### config.mk
export PLATFORM = sky130hd
export DESIGN_NAME = mult_result_display
export DESIGN_NICKNAME = d
export VERILOG_FILES = /design/src/rtl/mult_disp_pkg.sv /design/src/rtl/seg7_decoder.sv /design/src/rtl/mult_result_display.sv
export SDC_FILE = /design/constraint.sdc
export NUM_CORES = 1
export LEC_CHECK = 0
export CAP_MARGIN = 20
export CORE_AREA = 2 2 72 74
export DETAILED_ROUTE_END_ITERATION = 10
export DIE_AREA = 0 0 74 76
export PLACE_DENSITY = 0.62
export SYNTH_ARGS = -nofsm -noshare
export SYNTH_HDL_FRONTEND = slang
export SYNTH_SLANG_ARGS = --single-unit
export TNS_END_PERCENT = 5
### constraint.sdc
create_clock -name clk -period 1.5 [get_ports clk]
set_input_delay 0.3 -clock clk [delete_from_list [all_inputs] [get_ports clk]]
set_output_delay 0.3 -clock clk [all_outputs]
set_load 0.1 [all_outputs]
### src/rtl/mult_disp_pkg.sv
// Shared constants and types for the multiplier result display: segment codes,
// product field positions and the display FSM state encoding.
package mult_disp_pkg;

    localparam logic [6:0] SEG_DIGIT [0:9] = '{
        7'b1000000, 7'b1111001, 7'b0100100, 7'b0110000, 7'b0011001,
        7'b0010010, 7'b0000010, 7'b1111000, 7'b0000000, 7'b0010000
    };
    localparam logic [6:0] SEG_MINUS = 7'b0111111;
    localparam logic [6:0] SEG_E     = 7'b0000110;
    localparam logic [6:0] SEG_BLANK = 7'b1111111;

    localparam int unsigned SIGN_BIT = 4;
    localparam int unsigned MAG_MSB  = 3;

    typedef enum logic {
        BLANK,
        SHOW
    } state_e;

endpackage

### src/rtl/seg7_decoder.sv
// Magnitude digit decoder: 4-bit value plus zero flag to active-low gfedcba.
// The zero flag wins over the value; out-of-range magnitudes show 'E'.
module seg7_decoder
    import mult_disp_pkg::*;
(
    input  logic [3:0] i_value,
    input  logic       i_zero,
    output logic [6:0] o_seg
);

    always_comb begin
        o_seg = SEG_E;
        if (i_zero) begin
            o_seg = SEG_DIGIT[0];
        end else begin
            case (i_value)
                4'd0:    o_seg = SEG_DIGIT[0];
                4'd1:    o_seg = SEG_DIGIT[1];
                4'd2:    o_seg = SEG_DIGIT[2];
                4'd3:    o_seg = SEG_DIGIT[3];
                4'd4:    o_seg = SEG_DIGIT[4];
                4'd5:    o_seg = SEG_DIGIT[5];
                4'd6:    o_seg = SEG_DIGIT[6];
                4'd7:    o_seg = SEG_DIGIT[7];
                4'd8:    o_seg = SEG_DIGIT[8];
                4'd9:    o_seg = SEG_DIGIT[9];
                default: o_seg = SEG_E;
            endcase
        end
    end

endmodule

### src/rtl/mult_result_display.sv
// Captures the sign-magnitude multiplier result and scans it onto a 2-digit
// common-anode display. Optional new-result blink under `RESULT_BLINK_EN.
module mult_result_display
    import mult_disp_pkg::*;
#(
    parameter int unsigned REFRESH_DIV = 50000,
    parameter int unsigned BLINK_HALF  = 12500000
) (
    input  logic       clk,
    input  logic       rst,
    input  logic       in_valid,
    input  logic [4:0] product,
    input  logic       zero_flag,
    output logic [6:0] seg,
    output logic [1:0] an,
    output logic       result_valid
);

    localparam int unsigned CNT_W = (REFRESH_DIV > 1) ? $clog2(REFRESH_DIV) : 1;

    state_e           r_state;
    state_e           w_state_next;
    logic [4:0]       r_product;
    logic             r_zero;
    logic             r_result_valid;
    logic [CNT_W-1:0] r_scan_cnt;
    logic             r_digit_idx;
    logic [6:0]       r_seg;
    logic [1:0]       r_an;
    logic [6:0]       w_seg_mag;
    logic [6:0]       w_seg_sign;
    logic [6:0]       w_seg_next;
    logic [1:0]       w_an_next;
    logic             w_blank_an;

    always_ff @(posedge clk) begin
        if (rst) begin
            r_state <= BLANK;
        end else begin
            r_state <= w_state_next;
        end
    end

    always_comb begin
        w_state_next = r_state;
        case (r_state)
            BLANK: if (in_valid) w_state_next = SHOW;
            SHOW:  w_state_next = SHOW;
        endcase
    end

    always_ff @(posedge clk) begin
        if (rst) begin
            r_product      <= '0;
            r_zero         <= 1'b0;
            r_result_valid <= 1'b0;
        end else if (in_valid) begin
            r_product      <= product;
            r_zero         <= zero_flag;
            r_result_valid <= 1'b1;
        end
    end

    // Free-running scan; a capture deliberately leaves the phase alone.
    always_ff @(posedge clk) begin
        if (rst) begin
            r_scan_cnt  <= '0;
            r_digit_idx <= 1'b0;
        end else if (r_scan_cnt == CNT_W'(REFRESH_DIV - 1)) begin
            r_scan_cnt  <= '0;
            r_digit_idx <= ~r_digit_idx;
        end else begin
            r_scan_cnt <= r_scan_cnt + 1'b1;
        end
    end

`ifdef RESULT_BLINK_EN
    localparam int unsigned BLINK_SPAN = 4 * BLINK_HALF;
    localparam int unsigned BLINK_W    = $clog2(BLINK_SPAN + 1);

    logic [BLINK_W-1:0] r_blink_cnt;

    // Saturates at BLINK_SPAN, which means "not blinking".
    always_ff @(posedge clk) begin
        if (rst) begin
            r_blink_cnt <= BLINK_W'(BLINK_SPAN);
        end else if (in_valid) begin
            r_blink_cnt <= '0;
        end else if (r_blink_cnt != BLINK_W'(BLINK_SPAN)) begin
            r_blink_cnt <= r_blink_cnt + 1'b1;
        end
    end

    assign w_blank_an =
        ((r_blink_cnt >= BLINK_W'(BLINK_HALF)) && (r_blink_cnt < BLINK_W'(2 * BLINK_HALF))) ||
        ((r_blink_cnt >= BLINK_W'(3 * BLINK_HALF)) && (r_blink_cnt < BLINK_W'(BLINK_SPAN)));
`else
    logic w_unused_blink_half;
    assign w_unused_blink_half = |BLINK_HALF;
    assign w_blank_an          = 1'b0;
`endif

    seg7_decoder u_seg7_decoder (
        .i_value (r_product[MAG_MSB:0]),
        .i_zero  (r_zero),
        .o_seg   (w_seg_mag)
    );

    // Negative zero is suppressed: minus needs a nonzero magnitude and no zero flag.
    assign w_seg_sign = (r_product[SIGN_BIT] && !r_zero && (r_product[MAG_MSB:0] != '0))
                        ? SEG_MINUS : SEG_BLANK;

    always_comb begin
        w_seg_next = SEG_BLANK;
        w_an_next  = 2'b11;
        if ((r_state == SHOW) && !w_blank_an) begin
            w_an_next  = ~(2'b01 << r_digit_idx);
            w_seg_next = r_digit_idx ? w_seg_sign : w_seg_mag;
        end
    end

    // seg and an share one edge so a new digit never shows a stale pattern.
    always_ff @(posedge clk) begin
        if (rst) begin
            r_seg <= SEG_BLANK;
            r_an  <= 2'b11;
        end else begin
            r_seg <= w_seg_next;
            r_an  <= w_an_next;
        end
    end

    assign seg          = r_seg;
    assign an           = r_an;
    assign result_valid = r_result_valid;

endmodule

; ---- Yosys cells after proc, flatten, opt, wreduce, memory -nomap -nowiden
; Memories as Yosys holds them, arrays and structs flattened. A register that Yosys moved wholly into a read port is not among the register bits.
; Index checks and enable logic that the tools add are counted.
[word_totals]
ff_bits = 34
output_inout_bits = 10
mem_bits_ro = 112
input_bits = 9
mem_count = 1
word_cells = 28
[mem_list]
columns = memory, depth, width, rd, rd_ports_with_merged_regs, wr, line
row1 = (name not given), 16, 7, 1, 1, 0, seg7_decoder.sv:16  ; case (i_value)
[op_classes]
reduce_logical = 6
shift = 1
eq_ne = 1
bitwise = 3
n_addsub = 1
muxes = 7
[op_table]
columns = cell, count
row1 = $mux 7, 3
row2 = $add 16x1->16 const B, 1
row3 = $eq 16x16->1 const B, 1
row4 = $mux 4, 2
row5 = $reduce_bool 4->1, 1
row6 = $reduce_or 2->1, 2
row7 = $logic_and 1x1->1, 2
row8 = $not 1->1, 2
row9 = $not 2->2, 1
row10 = $pmux 1 s2, 1
row11 = $shl 1x1->2 const A, 1
row12 = $logic_not 1->1, 1
row13 = $mux 1, 1

; ---- Logic depth before layout (Yosys ltp)
; Gate-level depths: netlist of the first run.
[logic_depth]
depth_word = 5
depth_mapped = 7
depth_no_buf = 6

; ---- Cells and area by module
; From an unflattened synthesis of the first run, not the netlist that was laid out.
[unflattened]
cells_unflattened = 161
area_unflattened_um2 = 1519.0
[modules_own_cells]
columns = mod, cells_per_inst, instances, area_each_um2, seq_area_each_um2
row1 = mult_result_display, 130, 1, 1275.0, 680.7
row2 = seg7_decoder, 31, 1, 244.0, 0.0

; ---- Worst setup path before layout of the first run
; Ideal clock, no wire load.
[synth_path]
kind = input -> register
start = in in_valid
end = reg with a tool-made name
required_ns = 1.433
path_buffers = 1
cell_stages = 7
setup_ns = 0.067
arrival_ns = 1.467
slack_ns = -0.034
path_cell_list = buf_6 mux2i_1 nor2_1 inv_1 ha_1 or3_1 o21ai_2
[synth_lines]
columns = item, line
row1 = "start, declared", mult_result_display.sv:11  ; input logic in_valid,

; ---- Final worst setup path of the first run
[layout_path]
start = reg r_scan_cnt[13]
end = reg r_digit_idx
[layout_between]
elab_chain_cells = 1
[layout_lines]
columns = item, line
row1 = "start, declared", mult_result_display.sv:26  ; logic [CNT_W-1:0] r_scan_cnt;
row2 = "start signal, assigned", mult_result_display.sv:73  ; r_scan_cnt <= r_scan_cnt + 1'b1;
row3 = $eq 16x16->1, mult_result_display.sv:69  ; end else if (r_scan_cnt == CNT_W'(REFRESH_DIV - 1)) begin
row4 = "end signal, assigned", mult_result_display.sv:71  ; r_digit_idx <= ~r_digit_idx;
row5 = "end, declared", mult_result_display.sv:27  ; logic r_digit_idx;
; Every way passes these cells.
; A chain may end at the register's enable or synchronous reset.

==> results of run 1 <==
report_power, final:
group / switching [W] / internal (W)
Combinational: 0.000187 / 0.000146
Sequential: 0.0000293 / 0.00114
Clock: 0.000416 / 0.000339
kinds of logic after synthesis:
logic type | share of synthesized area [%]
adders and majority gates | 4.63
xor gates and xnor gates | 7.57
and+or+nand+nor | 21.2
buffers and inverters | 5.17
AOI/OAI and AO/OA | 6.41
DFF | 50.7
muxes | 4.32
routing by layer:
| metal | part of all wire [%] | global-route usage, % |
|---|---|---|
| met2 | 46 | 16.6 |
| met1 | 48 | 15.2 |
| met5 | 0 | 0 |
| met3 | 4.4 | 4.10 |
| met4 | 2.5 | 6.55 |
final cells by class:
cell class	count	area (um2)
Clock buffer	5	68.8
Inverter	14	52.6
Timing Repair Buffer	48	503
Clock inverter	3	25.0
Tap cell	70	87.6
Sequential cell	41	822
Multi-Input combinational cell	113	779
Fill cell	461	2570
how the worst min path moves through the flow:
| stage | endpoint | slack (ps) | cells past startpoint |
|---|---|---|---|
| after floorplan | an[1]$_SDFF_PP1_ | 400 | 1 |
| after global placement | an[1]$_SDFF_PP1_ | 420 | 1 |
| after detailed placement | an[1]$_SDFF_PP1_ | 410 | 1 |
| after CTS | an[1]$_SDFF_PP1_ | 440 | 1 |
| after global routing | seg[1]$_SDFF_PP1_ | 450 | 2 |
| final | seg[1]$_SDFF_PP1_ | 440 | 2 |
synthesized netlist by cell type (all sizes together), types with 2 or more instances:
cell type / count / area, um2
dfxtp: 41 / 821
nor2: 35 / 134
inv: 14 / 52.6
xnor2: 13 / 114
o21ai: 10 / 53.8
nand2: 8 / 30.0
mux2i: 7 / 70.1
ha: 6 / 75.1
nand3: 5 / 30.0
nor4: 5 / 37.5
nand4: 4 / 31.3
a211oi: 3 / 22.5
buf: 3 / 23.8
nor3: 3 / 15.0
a21oi: 2 / 10.0
clkbuf: 2 / 7.51
or3: 2 / 12.5
metrics by stage:
step,total power [W],TNS [ps],hold slack [ps]
2_1_floorplan,0.00139,-1.72,396
3_3_place_gp,0.00153,-7000,417
3_5_place_dp,0.00153,-7270,414
4_1_cts,0.00229,-3.45,437
5_1_grt,0.00236,-205,448
6_report,0.00226,-2.20,436
what timing repair did:
| item | in CTS | in global routing |
|---|---|---|
| endpoints found under the setup margin | 23 | 19 |
| pin swaps | 1 | 17 |
| resized for setup | 5 | 8 |
worst register-to-register path: cells and delay by family, from the launching register on:
kind                   cells  cell delay (ps)
AOI/OAI and AO/OA          1              130
and+or+nand+nor            3              780
buffers and inverters      1              190
DFF                        1              340
cells in the final DEF (no fill, tap or decap), drive strengths merged, types with 4 or more instances in the layout:
cell type / instances
nand2: 8
buf: 40
nor4: 5
ha: 6
clkdlybuf4s50: 6
nand4: 4
clkbuf: 5
mux2i: 7
xnor2: 13
nand3: 5
inv: 16
nor2: 35
o21ai: 10
dfxtp: 41
==> out/results.txt, run 1 <==
Critical Path AT: 1740 ps
Crit Path Category: flop to flop
DRC violations left: 0
dpl cell area: 0.00218 mm2
Worst Setup EP: r_digit_idx$_SDFFE_PP0N_
synthesized area per cell: 9.37 um2
EDFF count, synth: 0
clock slew at reported path FFs: 90 ps
Setup Viol. Count Final: 1
crit path max fanout: 2
Inserted Clock Buffers: 5
Fin. Hold Viols: 0
Post-Syn Area: 0.00162 mm2
DRC violation total after the first TritonRoute iteration: 66
H-tree lvl count: 2
first-pass GRT wire length: 4980 um
Mapped Cells: 173
final instance area: 0.00234 mm2
clk sinks: 41
CTS Hold Bufs: 0
initial antenna violation count: 0
Final Wtd Congestion: 0.759
post-synthesis cell type count: 36
Via Count: 1251
Layout area overhead: 44.3%
critical path startpoint: r_scan_cnt[13]$_SDFF_PP0_
layout cells sized above 1: 28.1%
WL/cell: 9.77 um
capturing element type of the critical path: flop
final WL: 2870 um
number of cells on the critical path: 5
Critical Path RT: 1740 ps
pre-CTS WS: -470 ps
reg2reg start: r_scan_cnt[13]$_SDFF_PP0_
skew final: 6.67 ps
Clk Latency, worst-skew pair: 300 ps
clock root cell: clkbuf_8
I/O pin count: 19
DRT Pass-1 Iters: 4
Worst Max-Slew Pin Slew: 378 ps
final period utilization: 100%
crit start category: flop
initial cell density of the core: 33.0%
CP max stage delay: 340 ps
FF-to-FF path depth: 5
worst hold-check path type: flop to flop
Syn Nets: 188
Top FF cell, synth: dfxtp_1
setup ws final: -2.20 ps
CTS tree: built
largest net degree at the start of global routing: 16
final cell count without fillers: 294
CP top delay family: simple AND/OR/NAND/NOR gates
highest-delay cell along the critical path: dfxtp_2
Static Leakage: 0.954 nW
max-slew violation count: 0
HPWL after DPL: 2080 um
vias per cell: 4.26
antenna viol nets, final: 0
Worst slew margin: 74.7%
min cycle time layout: 1500 ps
die height: 76 um
Cell Pwr Density: 965 mW/mm2
violated checks: setup timing
core area: 0.00491 mm2
die area: 0.00562 mm2
ANT cells: 0
RSZ-0062 raised after global routing: yes
Ys Warns: 0
Max clock buf depth: 2
FP Rows: 26
status: complete, but fails checks
Total GRT Usage: 11.7%
crit path buf inv count: 1
flop-to-flop setup slack: -2 ps
total grt overflow: 0
Fmax: 0.666 GHz
number of global-route vias before repair: 1115
CP cell instances: nor4_4 -> nand4_1 -> buf_4 -> or3_1 -> a21oi_1
Placed Cells: 286
max_cap viols: 0
setup bufs post-CTS: 0
register area share after synthesis: 50.7%
register bit count reported by yosys: 41
# nets final: 238
FFs w/ async S/R, synth: 0%
buffers added on ports: 18
final core utilization: 47.6%
Die Wd: 74 um
Reg-to-Reg End: r_digit_idx$_SDFFE_PP0N_
Peak VDD IR: 408 uV
No activity file was read; power rests on OpenSTA's default activity.
==> inputs of run 2 (changes only) <==
- CAP_MARGIN: 20 -> default
- CORE_AREA: 2 2 72 74 -> 2 2 91 58
- DIE_AREA: 0 0 74 76 -> 0 0 93 60
- PLACE_DENSITY: 0.62 -> 0.63
- SLEW_MARGIN: default -> 20
==> out/results.txt, run 2 (synthesized netlist as in run 1, its figures left out) <==
status: complete, no violations
worst hold-check path type: flop to flop
dpl cell area: 0.00220 mm2
CP cell instances: clkdlybuf4s15_1 -> buf_4 -> mux2i_1 -> or2_1 -> or3_4 -> o21ai_2
fillers: 460
initial cell density of the core: 33.7%
DRC violation total after the first TritonRoute iteration: 49
combinational share of power: 14.2%
CP top delay family: simple AND/OR/NAND/NOR gates
final cell count without fillers: 295
DRC violations left: 0
CTS tree: built
most frequent cells in the layout: 40 x dfxtp_1, 33 x nor2_1, 33 x buf_4
CTS Hold Bufs: 0
HPWL after DPL: 2470 um
number of global-route vias before repair: 1140
die height: 60 um
Final Wtd Congestion: 0.901
Placed Cells: 283
clk sinks: 41
layout cells sized above 1: 33.2%
clock share of power: 40.8%
final period utilization: 97.4%
CP max stage delay: 410 ps
crit path max fanout: 5
Crit Path Category: primary input to flop
antenna viol nets, final: 0
capturing element type of the critical path: flop
final WL: 3500 um
Multi-input gate area: 807 um2
Setup Viol. Count Final: 0
Int Pwr: 0.00198 W
total grt overflow: 0
vias per cell: 4.35
critical path startpoint: in_valid
Layout area overhead: 52.5%
FP Rows: 20
Critical Path RT: 1730 ps
Static Leakage: 1.01 nW
WL/cell: 11.9 um
H-tree lvl count: 2
buffers added on ports: 18
Register Area: 822 um2
Psw: 0.000628 W
max-slew violation count: 0
reg2reg start: r_scan_cnt[13]$_SDFF_PP0_
largest net degree at the start of global routing: 16
crit path buf inv count: 2
TNS Setup: 0 ps
sequential cell fraction of total power: 45.0%
RSZ-0062 raised after global routing: yes
# nets final: 243
Die Wd: 93 um
Critical Path AT: 1690 ps
crit start category: primary input
switching part of the total: 24.1%
Clk Latency, worst-skew pair: 290 ps
max_cap viols: 0
highest-delay cell along the critical path: or3_4
clock root cell: clkbuf_8
Worst slew margin: 79.4%
I/O pin count: 19
Inserted Clock Buffers: 5
Cell Pwr Density: 1050 mW/mm2
ANT cells: 0
Fin. Hold Viols: 0
Max clock buf depth: 2
Fmax: 0.685 GHz
core area: 0.00480 mm2
Total GRT Usage: 13.2%
Via Count: 1284
final core utilization: 51.4%
Worst Max-Slew Pin Slew: 309 ps
skew final: 7.62 ps
min cycle time layout: 1460 ps
clock slew at reported path FFs: 80 ps
DRT Pass-1 Iters: 6
die area: 0.00558 mm2
commonest non-fill, non-tap cell in the layout: dfxtp_1
first-pass GRT wire length: 5510 um
final instance area: 0.00247 mm2
Peak VDD IR: 440 uV
initial antenna violation count: 0
## run 2: cell count changes in the layout (fill, tap and decap cells not counted), moves of 2 or more
cell	delta
buf_12	+2
or3_4	+2
ha_1	-2
bufinv_16	+2
buf_4	+3
or3_1	-2
ha_2	+2
## run 2: final cells by class
type,count,area share (%)
multi-input combinational,113,32.7
tap,66,3.34
inverter,14,2.13
clock inverter,3,2.78
timing repair buffer,53,23.0
clock buffer,5,2.78
sequential,41,33.3
## run 2: layer usage
| metal | global-route usage [%] | vias up | part of all wire (%) |
|---|---|---|---|
| met2 | 17.9 | 21 | 41 |
| met1 | 19.7 | 577 | 53 |
| met3 | 3.40 | 4 | 3.4 |
| li1 | - | 682 | - |
| met4 | 5.67 | 0 | 1.6 |
| met5 | 0 | - | 0 |
## run 2: final timing paths
kind                            depth (start not counted)                  endpoint  slack (ps)
worst min register to register                          2         seg[0]$_SDFF_PP1_         440
worst min-delay path                                    2         seg[0]$_SDFF_PP1_         440
worst max-delay path                                    6                      flop          40
worst max register to register                          4  r_digit_idx$_SDFFE_PP0N_          50
## run 2: worst register-to-register path, cell delays in order (launching register included)
cell	delay (ps)
dfxtp_1	340
nor4_4	290
nand4_1	230
or3_4	390
a21oi_2	150
## run 2: per-stage QoR
step	hold WS [ps]	setup slack [ps]	power [W]
after floorplan	396	-1.72	0.00139
after global placement	426	-540	0.00154
after detailed placement	433	-551	0.00155
after CTS	444	3.15	0.00261
after global routing	464	-44.6	0.00270
final	441	39.5	0.00260
## run 2: timing repair
action / in CTS / in global routing
pin swaps: 2 / 5
buffers inserted: 0 / 5
endpoints found under the setup margin: 24 / 20
gates resized for setup: 8 / 16
gates cloned: 0 / 0
## run 2: power groups by stage
stage	combinational, W	sequential (W)	clock, W
after global routing	0.000394	0.00118	0.00113
after global placement	0.000347	0.00120	0
after floorplan	0.000104	0.00129	0
after detailed placement	0.000349	0.00120	0
after CTS	0.000352	0.00117	0.00108
final	0.000369	0.00117	0.00106
